==> config.mk <==
export PLATFORM = sky130hd
export DESIGN_NAME = rect_fill_arbiter
export DESIGN_NICKNAME = d
export VERILOG_FILES = /design/src/rtl/pong_pkg.sv /design/src/rtl/rect_fill_arbiter_rr_pick.sv /design/src/rtl/rect_fill_arbiter.sv
export SDC_FILE = /design/constraint.sdc
export NUM_CORES = 1
export LEC_CHECK = 0
export BUFFER_PORTS_ARGS = -buffer_cell sky130_fd_sc_hd__clkbuf_2
export CAP_MARGIN = 20
export CELL_PAD_IN_SITES_DETAIL_PLACEMENT = 0
export CELL_PAD_IN_SITES_GLOBAL_PLACEMENT = 1
export CORE_MARGIN = 1.5
export CORE_UTILIZATION = 38
export CTS_CLUSTER_DIAMETER = 150
export DETAILED_ROUTE_END_ITERATION = 16
export PLACE_DENSITY_LB_ADDON = 0.2
export RECOVER_POWER = 25
export SLEW_MARGIN = 20
export SYNTH_ARGS = -nofsm -noshare
export SYNTH_HDL_FRONTEND = slang
export SYNTH_SLANG_ARGS = --single-unit
==> constraint.sdc <==
create_clock -name clk -period 3.8 [get_ports clk]
set_input_delay 0.38 -clock clk [delete_from_list [all_inputs] [get_ports clk]]
set_output_delay 0.38 -clock clk [all_outputs]
set_load 0.02 [all_outputs]
==> src/rtl/pong_pkg.sv <==
// Shared definitions for the pong drawing path: screen geometry, palette and the fill FSM encoding.
package pong_pkg;

  localparam int SCREEN_W = 160;
  localparam int SCREEN_H = 120;

  localparam logic [2:0] COL_BLACK = 3'b000;
  localparam logic [2:0] COL_RED   = 3'b100;
  localparam logic [2:0] COL_WHITE = 3'b111;

  // Width of a requester index; covers up to 8 requesters.
  localparam int GIDW = 3;

  typedef enum logic [1:0] {
    IDLE  = 2'd0,
    LATCH = 2'd1,
    DRAW  = 2'd2,
    DONE  = 2'd3
  } fill_state_t;

endpackage

==> src/rtl/rect_fill_arbiter_rr_pick.sv <==
// rr_pick: combinational round-robin selector; returns the first asserted request at or after ptr, wrapping.
module rr_pick
  import pong_pkg::*;
#(
  parameter int NREQ = 4
) (
  input  logic [NREQ-1:0] req,
  input  logic [GIDW-1:0] ptr,
  output logic [GIDW-1:0] idx,
  output logic            valid
);

  // Padding to a full 2^GIDW vector lets the search index it without width games.
  logic [7:0] req_pad;
  assign req_pad = 8'(req);

  always_comb begin
    logic [GIDW-1:0] cand;
    // NOTE: every combinational output gets a default before any branch, so no path leaves it unassigned (no latch).
    idx   = '0;
    valid = 1'b0;
    cand  = '0;
    for (int i = 0; i < NREQ; i++) begin
      cand = GIDW'((int'(ptr) + i) % NREQ);
      if (!valid && req_pad[cand]) begin
        idx   = cand;
        valid = 1'b1;
      end
    end
  end

endmodule

==> src/rtl/rect_fill_arbiter.sv <==
// rect_fill_arbiter: shares the VGA write port among NREQ clients, filling one solid rectangle per grant.
// Define RECT_CLIP_EN to suppress plots that fall outside SCREEN_W x SCREEN_H (the cycle is still spent).
module rect_fill_arbiter #(
  parameter int NREQ     = 4,
  parameter int XW       = 8,
  parameter int YW       = 8,
  parameter int CW       = 3,
  parameter int SCREEN_W = pong_pkg::SCREEN_W,
  parameter int SCREEN_H = pong_pkg::SCREEN_H
) (
  input  logic                      clk,
  input  logic                      rst,
  input  logic [NREQ-1:0]           req,
  input  logic [NREQ*XW-1:0]        rect_x,
  input  logic [NREQ*YW-1:0]        rect_y,
  input  logic [NREQ*XW-1:0]        rect_w,
  input  logic [NREQ*YW-1:0]        rect_h,
  input  logic [NREQ*CW-1:0]        rect_colour,
  output logic [NREQ-1:0]           done,
  output logic                      busy,
  output logic [pong_pkg::GIDW-1:0] grant_id,
  output logic [XW-1:0]             vga_x,
  output logic [YW-1:0]             vga_y,
  output logic [CW-1:0]             vga_colour,
  output logic                      vga_plot
);
  import pong_pkg::*;

  if (NREQ < 2 || NREQ > 8 || SCREEN_W > (1 << XW) || SCREEN_H > (1 << YW)) begin : g_bad_cfg
    $error("rect_fill_arbiter: unsupported parameter set");
  end

  fill_state_t     state_q, state_d;
  logic [GIDW-1:0] ptr_q, grant_q;
  logic [GIDW-1:0] win_idx;
  logic            win_valid;

  logic [XW-1:0]   x0_q, w_q, cx_q;
  logic [YW-1:0]   y0_q, h_q, cy_q;
  logic [CW-1:0]   col_q;
  logic [XW-1:0]   hold_x_q;
  logic [YW-1:0]   hold_y_q;
  logic [CW-1:0]   hold_c_q;

  // Per-requester views of the flat rect buses, padded to 8 entries for a full-width index.
  logic [XW-1:0]   rx_arr [8];
  logic [YW-1:0]   ry_arr [8];
  logic [XW-1:0]   rw_arr [8];
  logic [YW-1:0]   rh_arr [8];
  logic [CW-1:0]   rc_arr [8];

  for (genvar i = 0; i < 8; i++) begin : g_unpack
    if (i < NREQ) begin : g_used
      assign rx_arr[i] = rect_x[i*XW +: XW];
      assign ry_arr[i] = rect_y[i*YW +: YW];
      assign rw_arr[i] = rect_w[i*XW +: XW];
      assign rh_arr[i] = rect_h[i*YW +: YW];
      assign rc_arr[i] = rect_colour[i*CW +: CW];
    end else begin : g_pad
      assign rx_arr[i] = '0;
      assign ry_arr[i] = '0;
      assign rw_arr[i] = '0;
      assign rh_arr[i] = '0;
      assign rc_arr[i] = '0;
    end
  end

  rr_pick #(.NREQ(NREQ)) u_pick (
    .req   (req),
    .ptr   (ptr_q),
    .idx   (win_idx),
    .valid (win_valid)
  );

  logic          sel_empty;
  logic          last_pix;
  logic [XW-1:0] pix_x;
  logic [YW-1:0] pix_y;
  logic          pix_ok;

  assign sel_empty = (rw_arr[win_idx] == '0) || (rh_arr[win_idx] == '0);
  assign last_pix  = (cx_q == w_q - XW'(1)) && (cy_q == h_q - YW'(1));

`ifdef RECT_CLIP_EN
  // One extra bit keeps the carry, so a wrapped coordinate is rejected along with off-screen ones.
  logic [XW:0] sum_x;
  logic [YW:0] sum_y;
  assign sum_x  = {1'b0, x0_q} + {1'b0, cx_q};
  assign sum_y  = {1'b0, y0_q} + {1'b0, cy_q};
  assign pix_x  = sum_x[XW-1:0];
  assign pix_y  = sum_y[YW-1:0];
  assign pix_ok = (sum_x < (XW+1)'(SCREEN_W)) && (sum_y < (YW+1)'(SCREEN_H));
`else
  assign pix_x  = x0_q + cx_q;
  assign pix_y  = y0_q + cy_q;
  assign pix_ok = 1'b1;
`endif

  always_comb begin
    state_d = state_q;
    unique case (state_q)
      IDLE:  if (|req) state_d = LATCH;
      LATCH: begin
        if (!win_valid)     state_d = IDLE;
        else if (sel_empty) state_d = DONE;
        else                state_d = DRAW;
      end
      DRAW:  if (last_pix) state_d = DONE;
      DONE:  state_d = IDLE;
    endcase
  end

  // NOTE: sequential state uses <= only, so every register samples pre-edge values regardless of statement order.
  always_ff @(posedge clk or negedge rst) begin
    if (!rst) begin
      state_q  <= IDLE;
      ptr_q    <= '0;
      grant_q  <= '0;
      x0_q     <= '0;
      y0_q     <= '0;
      w_q      <= '0;
      h_q      <= '0;
      col_q    <= '0;
      cx_q     <= '0;
      cy_q     <= '0;
      hold_x_q <= '0;
      hold_y_q <= '0;
      hold_c_q <= '0;
    end else begin
      state_q <= state_d;
      unique case (state_q)
        LATCH: begin
          if (win_valid) begin
            grant_q <= win_idx;
            x0_q    <= rx_arr[win_idx];
            y0_q    <= ry_arr[win_idx];
            w_q     <= rw_arr[win_idx];
            h_q     <= rh_arr[win_idx];
            col_q   <= rc_arr[win_idx];
          end
          cx_q <= '0;
          cy_q <= '0;
        end
        DRAW: begin
          if (cx_q == w_q - XW'(1)) begin
            cx_q <= '0;
            cy_q <= cy_q + YW'(1);
          end else begin
            cx_q <= cx_q + XW'(1);
          end
        end
        DONE:    ptr_q <= (grant_q == GIDW'(NREQ - 1)) ? '0 : grant_q + GIDW'(1);
        default: ;
      endcase
      // Remember the last pixel actually written so the port holds it between plots.
      if (vga_plot) begin
        hold_x_q <= pix_x;
        hold_y_q <= pix_y;
        hold_c_q <= col_q;
      end
    end
  end

  assign vga_plot   = (state_q == DRAW) && pix_ok;
  assign vga_x      = vga_plot ? pix_x : hold_x_q;
  assign vga_y      = vga_plot ? pix_y : hold_y_q;
  assign vga_colour = vga_plot ? col_q : hold_c_q;
  assign busy       = (state_q != IDLE);
  assign done       = (state_q == DONE) ? NREQ'(1 << grant_q) : '0;
  assign grant_id   = (state_q == LATCH && win_valid) ? win_idx : grant_q;

endmodule

### Yosys cells after proc, flatten, opt, wreduce, memory -nomap -nowiden

Cells that the tools add are included.

* $add $sub $neg: 10
* order comparisons: 5
* equality and inequality tests: 9
* shift operators: 1
* multiplexer cells: 46
* bitwise logic cells: 4
* reduce and logical (&&, ||, !) cells: 21

Operators by type and width (count)
* $bmux 8 s3: 4
* $mux 8: 12
* $pmux 8 s2: 2
* $mux 3: 7
* $add 8x1->8 const B: 2
* $add 8x8->8: 2
* $eq 8x8->1: 2
* $logic_not 8->1: 2
* $sub 8x1->8 const B: 2
* $lt 3x4->1 const B: 3
* $mux 2: 5
* $bmux 1 s3: 3
* $bmux 3 s3: 1
* $mux 1: 9
* $pmux 2 s4: 1
* $reduce_and 2->1: 3
* $reduce_or 2->1: 3
* $logic_and 1x1->1: 5
* $add 2x1->2 const B: 2
* $add 2x2->2 const B: 2
* $eq 2x2->1 const B: 2
* $ge 4x4->1 const B: 1
* $lt 2x4->1 const B: 1
* $mux 4: 1
* other kinds (13): 19

* flip-flop bits (word level): 77
* input port bits: 146
* output and inout port bits: 28

### Longest topological paths before layout

Gate-level depths: netlist (run 1).

* depth in word-level cells: 22
* mapped depth: 12
* mapped depth without buffers: 10

### By module

A second synthesis (run 1) with hierarchy kept.

* cell total of the unflattened synthesis: 457
* area total of the unflattened synthesis: 5186.2 um^2

Modules (own cells, without submodules)
* rect_fill_arbiter: instances 1, cells each 440, area an instance 5097.4 um^2
* rr_pick: instances 1, cells each 17, area an instance 88.8 um^2

### Least setup slack after synthesis (run 1)

OpenSTA, ideal clock, no wires.

* path type: flip-flop to flip-flop
* start point: register w_q[0]
* end point: register state_q[0]
* data arrival time: 2.529 ns
* required time: 3.654 ns
* setup slack: 1.124 ns
* cell stages (with the launch flop): 11
* buffers on the path: 1
* path through: dfrtp_1 -> inv_1 -> ha_1 -> clkbuf_1 -> nand2_1 -> or4_1 -> a221oi_2 -> nand2_1 -> o41a_1 -> a2111oi_2 -> a221oi_1

* cells in the longest elaborated chain, start to end: 5

RTL lines
* start: declaration: line rect_fill_arbiter.sv:38 `logic [XW-1:0] x0_q, w_q, cx_q;`
* start signal: assignment: line rect_fill_arbiter.sv:137 `w_q <= rw_arr[win_idx];`
* $sub 8x1->8: line rect_fill_arbiter.sv:82 `assign last_pix = (cx_q == w_q - XW'(1)) && (cy_q == h_q - YW'(1));`
* $eq 8x8->1: line rect_fill_arbiter.sv:82
* $logic_and 1x1->1: line rect_fill_arbiter.sv:82
* $ne 2x1->1 (no line)
* $reduce_and 2->1 (no line)
* end signal: assignment: line rect_fill_arbiter.sv:130 `state_q <= state_d;`
* end: declaration: line rect_fill_arbiter.sv:33 `fill_state_t state_q, state_d;`

No other way between the ends.
A chain may end at the register's enable or synchronous reset.

### Worst setup path in the final report (run 1)

* start point: register ptr_q[1]
* end point: register state_q[0]

* cells in the longest elaborated chain, start to end: 22
* elaborated cells on any way between the ends: 44

RTL lines
* start: declaration: line rect_fill_arbiter.sv:34 `logic [GIDW-1:0] ptr_q, grant_q;`
* start signal: assignment: line rect_fill_arbiter.sv:152 `DONE: ptr_q <= (grant_q == GIDW'(NREQ - 1)) ? '0 : grant_q + GIDW'(1);`
* $add 2x1->2: line rect_fill_arbiter_rr_pick.sv:24 `cand = GIDW'((int'(ptr) + i) % NREQ);`
* $reduce_or 2->1 (no line)
* $and 1x1->1 (no line)
* $bmux 1 s3: line rect_fill_arbiter_rr_pick.sv:25 `if (!valid && req_pad[cand]) begin`
* $mux 1 (not written as such): line rect_fill_arbiter_rr_pick.sv:25
* $logic_and 1x1->1: line rect_fill_arbiter_rr_pick.sv:25
* $mux 1: line rect_fill_arbiter_rr_pick.sv:25
* $logic_not 1->1: line rect_fill_arbiter_rr_pick.sv:25
* [5 not listed]
* $not 3->4 (not written as such): line rect_fill_arbiter.sv:81 `assign sel_empty = (rw_arr[win_idx] == '0) || (rh_arr[win_idx] == '0);`
* $bmux 8 s3: line rect_fill_arbiter.sv:81
* $mux 8 (not written as such) (2 in series): line rect_fill_arbiter.sv:81
* $logic_not 8->1: line rect_fill_arbiter.sv:81
* $logic_or 1x1->1: line rect_fill_arbiter.sv:81
* $mux 1: line rect_fill_arbiter.sv:105 `else if (sel_empty) state_d = DONE;`
* $mux 2 *: line rect_fill_arbiter.sv:104 `if (!win_valid) state_d = IDLE;`
* $pmux 2 s4 *: line rect_fill_arbiter.sv:101 `unique case (state_q)`

Mark *: on every way between the ends. The rest lies on a longest branch, timed or not. The select of a mux whose other input is x is not followed.

==> flow_summary.json, run 1 <==
{
  "die_area_mm2": 0.0151,
  "cts_resized": 0,
  "gp_congestion": 0.900,
  "post-route-cell-area_mm2": 0.00677,
  "drv_cap": 1,
  "rows": 43,
  "end_kind": "flop",
  "synthTopCellsByCount": "nand2_1 (141), dfrtp_1 (76), nand3_1 (48)",
  "clock_latency_ps": 340,
  "hold_class": "input port to flop",
  "cts_buffer_depth": 2,
  "timing.final.crit_period_ps": 3020,
  "cts_htree_levels": 3,
  "hold_path.startpoint": "rect_colour[4]",
  "fp.coreArea_mm2": 0.0140,
  "grt_pass1_wl_mm": 23.8,
  "clock_sinks": 76,
  "die_x_um": 123,
  "syn_area_mm2": 0.00547,
  "cellPowerDensity_mw_per_mm2": 734,
  "critPathLaunch": "ptr_q[1]",
  "hold_viol_final": 0,
  "synthArstFlopShare": 1.00,
  "synth_edf_count": 0,
  "yosysMostFrequentCell": "nand2_1",
  "crit_type": "flop to flop",
  "io_buffers": 172,
  "post_cts.repair.setup_buffers": 0,
  "setup_viol": 0,
  "tightest_slew_ps": 1870,
  "postPlaceCellArea_mm2": 0.00645,
  "finClkSkew_ps": 5.93,
  "ys_ff_latch": 76,
  "syn_nets": 817,
  "die_y_um": 123,
  "cts_root_buffer": "clkbuf_16",
  "r2r_start": "ptr_q[1]",
  "cts_tree": "built",
  "clk_pin_slew_worst_paths_ps": 60,
  "violations": "capacitance limit, slew limit",
  "ant_nets": 0,
  "netlist.top_cell.by_area": "dfrtp_1",
  "drive_gt1_frac": 0.288,
  "status": "finished, violations left",
  "grt_use_total": 0.202,
  "grt_overflow_total": 0,
  "drtIter0Drc": 239,
  "synth_flop_cell": "dfrtp_1",
  "fin_crit_sh": 0.795,
  "synth_area_per_cell_um2": 8.52,
  "grt_max_degree": 77,
  "synth_warnings": 0,
  "drv_slew": 77,
  "dp_hpwl_mm": 11.7,
  "rsz0062_at_grt": "false",
  "total_power_mw": 4.97,
  "crit_fanout": 31,
  "syn2layout_area_growth_pct": 23.8,
  "worstPathArrival_ps": 3250,
  "start_kind": "flop",
  "dr.pass1.iters": 4,
  "syn_inst": 642,
  "ios": 174,
  "slew_headroom": -0.245,
  "p_leak_nw": 3.43,
  "grt_antenna_before_repair": 0,
  "initial_core_util": 0.391,
  "vias": 5123,
  "synthTopCellsByArea": "dfrtp_1 (35%), nand2_1 (9.7%), ha_1 (6.2%)",
  "ys_types": 55,
  "routed_via_density": 5.24,
  "nets": 969,
  "yosysTopAreaCellShare": 0.348,
  "first_global_vias": 5174,
  "routed_wl_mm": 14.9,
  "fmax_mhz": 331,
  "tns_ps": 0,
  "n_antenna_cell": 0,
  "required_ps": 4030,
  "hold_buffers": 0,
  "synth-seq-area-share": 0.348,
  "drc": 0,
  "ir_drop_uv": 334,
  "numCtsBuffers": 9,
  "detail_route.wl_per_cell_um": 15.2
}
## worst paths after layout
check | to | slack [ps] | depth (start not counted)
max | state_q[0] | 780 | 9
min | col_q[1] | 400 | 5
max reg2reg | state_q[0] | 780 | 9
min reg2reg | col_q[1] | 480 | 2
max in group asynchronous | hold_y_q[1] | 2140 | 1
min in group asynchronous | x0_q[2] | 550 | 1
## per-stage QoR
step                std cells  hold WS, ps  utilization  worst slack, ps
CTS                       978          237        0.484              760
global placement          963          464        0.461              900
global route              978          405        0.484              559
detailed placement        963          471        0.461              810
floorplan                 642         84.4            -             1120
finish                    978          396        0.484              781
## critical path, cell delays in order (launching register included)
cell	delay (ps)
dfrtp_1	470
mux2i_1	230
o22ai_1	100
buf_4	200
or2_2	590
a211oi_1	400
o22ai_1	170
nor4_2	440
a2111oi_2	100
a221oi_1	210
## cells by family (layout without fill, tap and decap cells)
kind of cell               count (synthesis)  in the layout  share of synthesized area
muxes                                     52             52                      0.101
xor gates and xnor gates                  38             38                     0.0608
AOI/OAI and AO/OA                        119            119                      0.142
DFF                                       76             76                      0.348
and+or+nand+nor                          267            267                      0.232
buffers and inverters                     60            216                     0.0478
other                                      1              1                   0.000685
adders and majority gates                 29             29                     0.0690
## layout by cell type (no fill, tap or decap), types with 10 or more instances in the layout
master	instances
o21ai_0	37
a21o_1	10
nor2_1	10
ha_1	27
nor3b_1	18
dfrtp_1	76
o31ai_1	10
xor2_1	19
nand2_1	141
a211oi_1	16
clkbuf_2	172
a21oi_1	16
nand3_1	48
inv_1	21
mux2_2	24
mux2i_1	28
xnor2_1	19
## sequential cells by signal (all words and copies together) (netlist names), named ones only
name / count
col_q: 3
cx_q: 8
cy_q: 8
grant_q: 2
h_q: 8
hold_c_q: 3
hold_x_q: 8
hold_y_q: 8
ptr_q: 2
state_q: 1
w_q: 8
x0_q: 8
y0_q: 8
## where the power goes
part	switching (mW)	total, mW	internal (mW)
combinational	1.58	2.63	1.06
clock	0.324	0.930	0.606
sequential	0.263	1.41	1.15
total	2.16	4.97	2.81
## routing by layer
metal	wire [um]	GRT usage	up-vias
met4	470	0.0747	0
met2	7840	0.366	105
li1	-	-	2554
met5	0	0	-
met3	509	0.0447	32
met1	6060	0.231	2432
## area by class of cell
| type | instances | area (um2) |
|---|---|---|
| clock inverter | 4 | 72.6 |
| timing repair buffer | 180 | 921 |
| tap | 180 | 225 |
| inverter | 21 | 78.8 |
| sequential | 76 | 1900 |
| multi-input combinational | 506 | 3320 |
| clock buffer | 11 | 253 |
| fill | 1409 | 7220 |
Power figures use the tool's default switching activity.
==> run 2: changes to the inputs <==
- CORE_UTILIZATION: 38 -> 34
- clock period: 3.8 -> 2.5 ns (I/O delays scaled with it)
==> run 2 against run 1 <==
  * The flow finishes with violations (setup timing)
  * Register-to-register slack worse by 840 ps
  * Critical path depth rose by 2
  * Sequential cell count unchanged
  * Non-clock buffer count rose by 78
  * Count of clock-buffer cells in the layout fell by 1
  * Die area rose by 11%
  * Global-route usage shrank 0.86 points
  * Final area is 14% higher
  * Cell count increased by 12%
  * Via count up 6.0%
  * Sequential share of layout area down 3.4 points
  * Total power up 72%
  * Highest routed layer unchanged
==> flow_summary.json, run 2 (synthesized netlist as in run 1, its figures left out) <==
{
  "dp_hpwl_mm": 12.1,
  "ios": 174,
  "routed_wl_mm": 15.8,
  "die_area_mm2": 0.0169,
  "numCtsBuffers": 9,
  "first_global_vias": 5535,
  "rows": 46,
  "drc": 0,
  "cts_htree_levels": 3,
  "hold_path.startpoint": "rect_y[11]",
  "cts_tree": "built",
  "drive_gt1_frac": 0.397,
  "final_util": 0.488,
  "finClkSkew_ps": 7.94,
  "hold_class": "input port to flop",
  "worstPathArrival_ps": 2370,
  "routed_via_density": 4.97,
  "drv_cap": 0,
  "r2r_start": "w_q[4]",
  "postPlaceCellArea_mm2": 0.00688,
  "tightest_slew_ps": 1010,
  "slew_headroom": 0.329,
  "hold_viol_final": 0,
  "die_y_um": 130,
  "drtIter0Drc": 196,
  "drv_slew": 0,
  "rr_worst_depth": 9,
  "regToRegSetupSlack_ps": -60,
  "status": "finished, violations left",
  "crit_fanout": 2,
  "clk_pin_slew_worst_paths_ps": 60,
  "end_kind": "output pin",
  "violations": "setup timing",
  "ant_nets": 0,
  "clock_sinks": 76,
  "min_path_cells": 5,
  "io_buffers": 172,
  "clock_latency_ps": 330,
  "stdcell_count": 1093,
  "start_kind": "flop",
  "fmax_mhz": 382,
  "ir_drop_uv": 834,
  "detail_route.wl_per_cell_um": 14.5,
  "crit_type": "flop to output pin",
  "initial_core_util": 0.346,
  "setup_slack_ps": -121,
  "grt_overflow_total": 0,
  "grt_antenna_before_repair": 0,
  "dr.pass1.iters": 4,
  "cellPowerDensity_mw_per_mm2": 1110,
  "fin_crit_sh": 1.05,
  "post-route-cell-area_mm2": 0.00772,
  "total_power_mw": 8.54,
  "timing.final.crit_period_ps": 2620,
  "fp.coreArea_mm2": 0.0158,
  "min_to": "y0_q[3]",
  "place_inst": 1049,
  "gp_congestion": 0.817,
  "grt_pass1_wl_mm": 25.9,
  "nets": 1047,
  "p_leak_nw": 3.89,
  "n_antenna_cell": 0,
  "most-common-layout-cells": "clkbuf_2 (165), nand2_1 (139), buf_4 (82), dfrtp_1 (75), nand3_1 (46)",
  "pre_cts_ws_ps": -151,
  "syn2layout_area_growth_pct": 41.1,
  "rsz0062_at_grt": "true",
  "required_ps": 2250,
  "setup_viol": 6,
  "cts_root_buffer": "clkbuf_16",
  "die_x_um": 130,
  "layout_commonest_cell": "clkbuf_2",
  "fillers": 1556,
  "vias": 5432,
  "grt_max_degree": 77,
  "r2r-end": "state_q[0]",
  "cts_buffer_depth": 2,
  "grt_use_total": 0.193
}
==> run 2: repair_timing <==
item,in CTS,in global routing
setup buffers,14,12
hold endpoints to repair,0,35
pin swaps,19,13
gates resized for setup,51,35
setup endpoints to repair,9,21
hold buffers,0,1
==> run 2: worst max path at each step <==
stage               depth (start not counted)     start  slack, ps          to
floorplan                                  10    w_q[0]          7  state_q[0]
global placement                            9  ptr_q[1]        -60  state_q[0]
detailed placement                          9  ptr_q[1]       -150  state_q[0]
CTS                                        11   y0_q[0]       -140    vga_y[6]
global route                               11   y0_q[0]       -250    vga_y[6]
finish                                     11   y0_q[0]       -120    vga_y[6]
==> run 2: cell type report <==
cell class              count  area [um2]  area share
repair buffers            258        1590       0.206
multi-input cells         506        3590       0.465
clock buffers              10         229      0.0297
well taps                 216         270      0.0350
clock inverters             6        65.1     0.00843
flip-flops and latches     76        1900       0.246
inverters                  21        78.8      0.0102
==> run 2: stage by stage <==
step | TNS (ps) | hold slack [ps]
after CTS | -389 | 123
after floorplan | 0 | -45.6
final | -332 | 261
after global routing | -1180 | 283
after global placement | -56.6 | 462
after detailed placement | -151 | 469
==> run 2: metal layers <==
layer / global-route usage / vias up / share of wire
met5: 0 / - / 0
met4: 0.0516 / 0 / 0.018
met3: 0.0295 / 20 / 0.024
met2: 0.362 / 83 / 0.55
met1: 0.229 / 2622 / 0.41
li1: - / 2707 / -
==> run 2: critical path: stages, from the launching register on <==
cell and delay [ps]:
dfrtp_1 380, ha_2 210, inv_2 40, fa_2 340, nor2b_1 140, o21ai_1 70, nand2b_1 90, a21o_1 140
a21oi_2 70, xnor2_2 140, mux2_4 280, buf_8 130
==> run 2: power by group <==
part / total, mW / internal (mW) / switching [mW]
Clock: 1.29 / 0.773 / 0.513
Combinational: 5.22 / 2.38 / 2.83
Sequential: 2.03 / 1.74 / 0.292
Total: 8.54 / 4.90 / 3.64
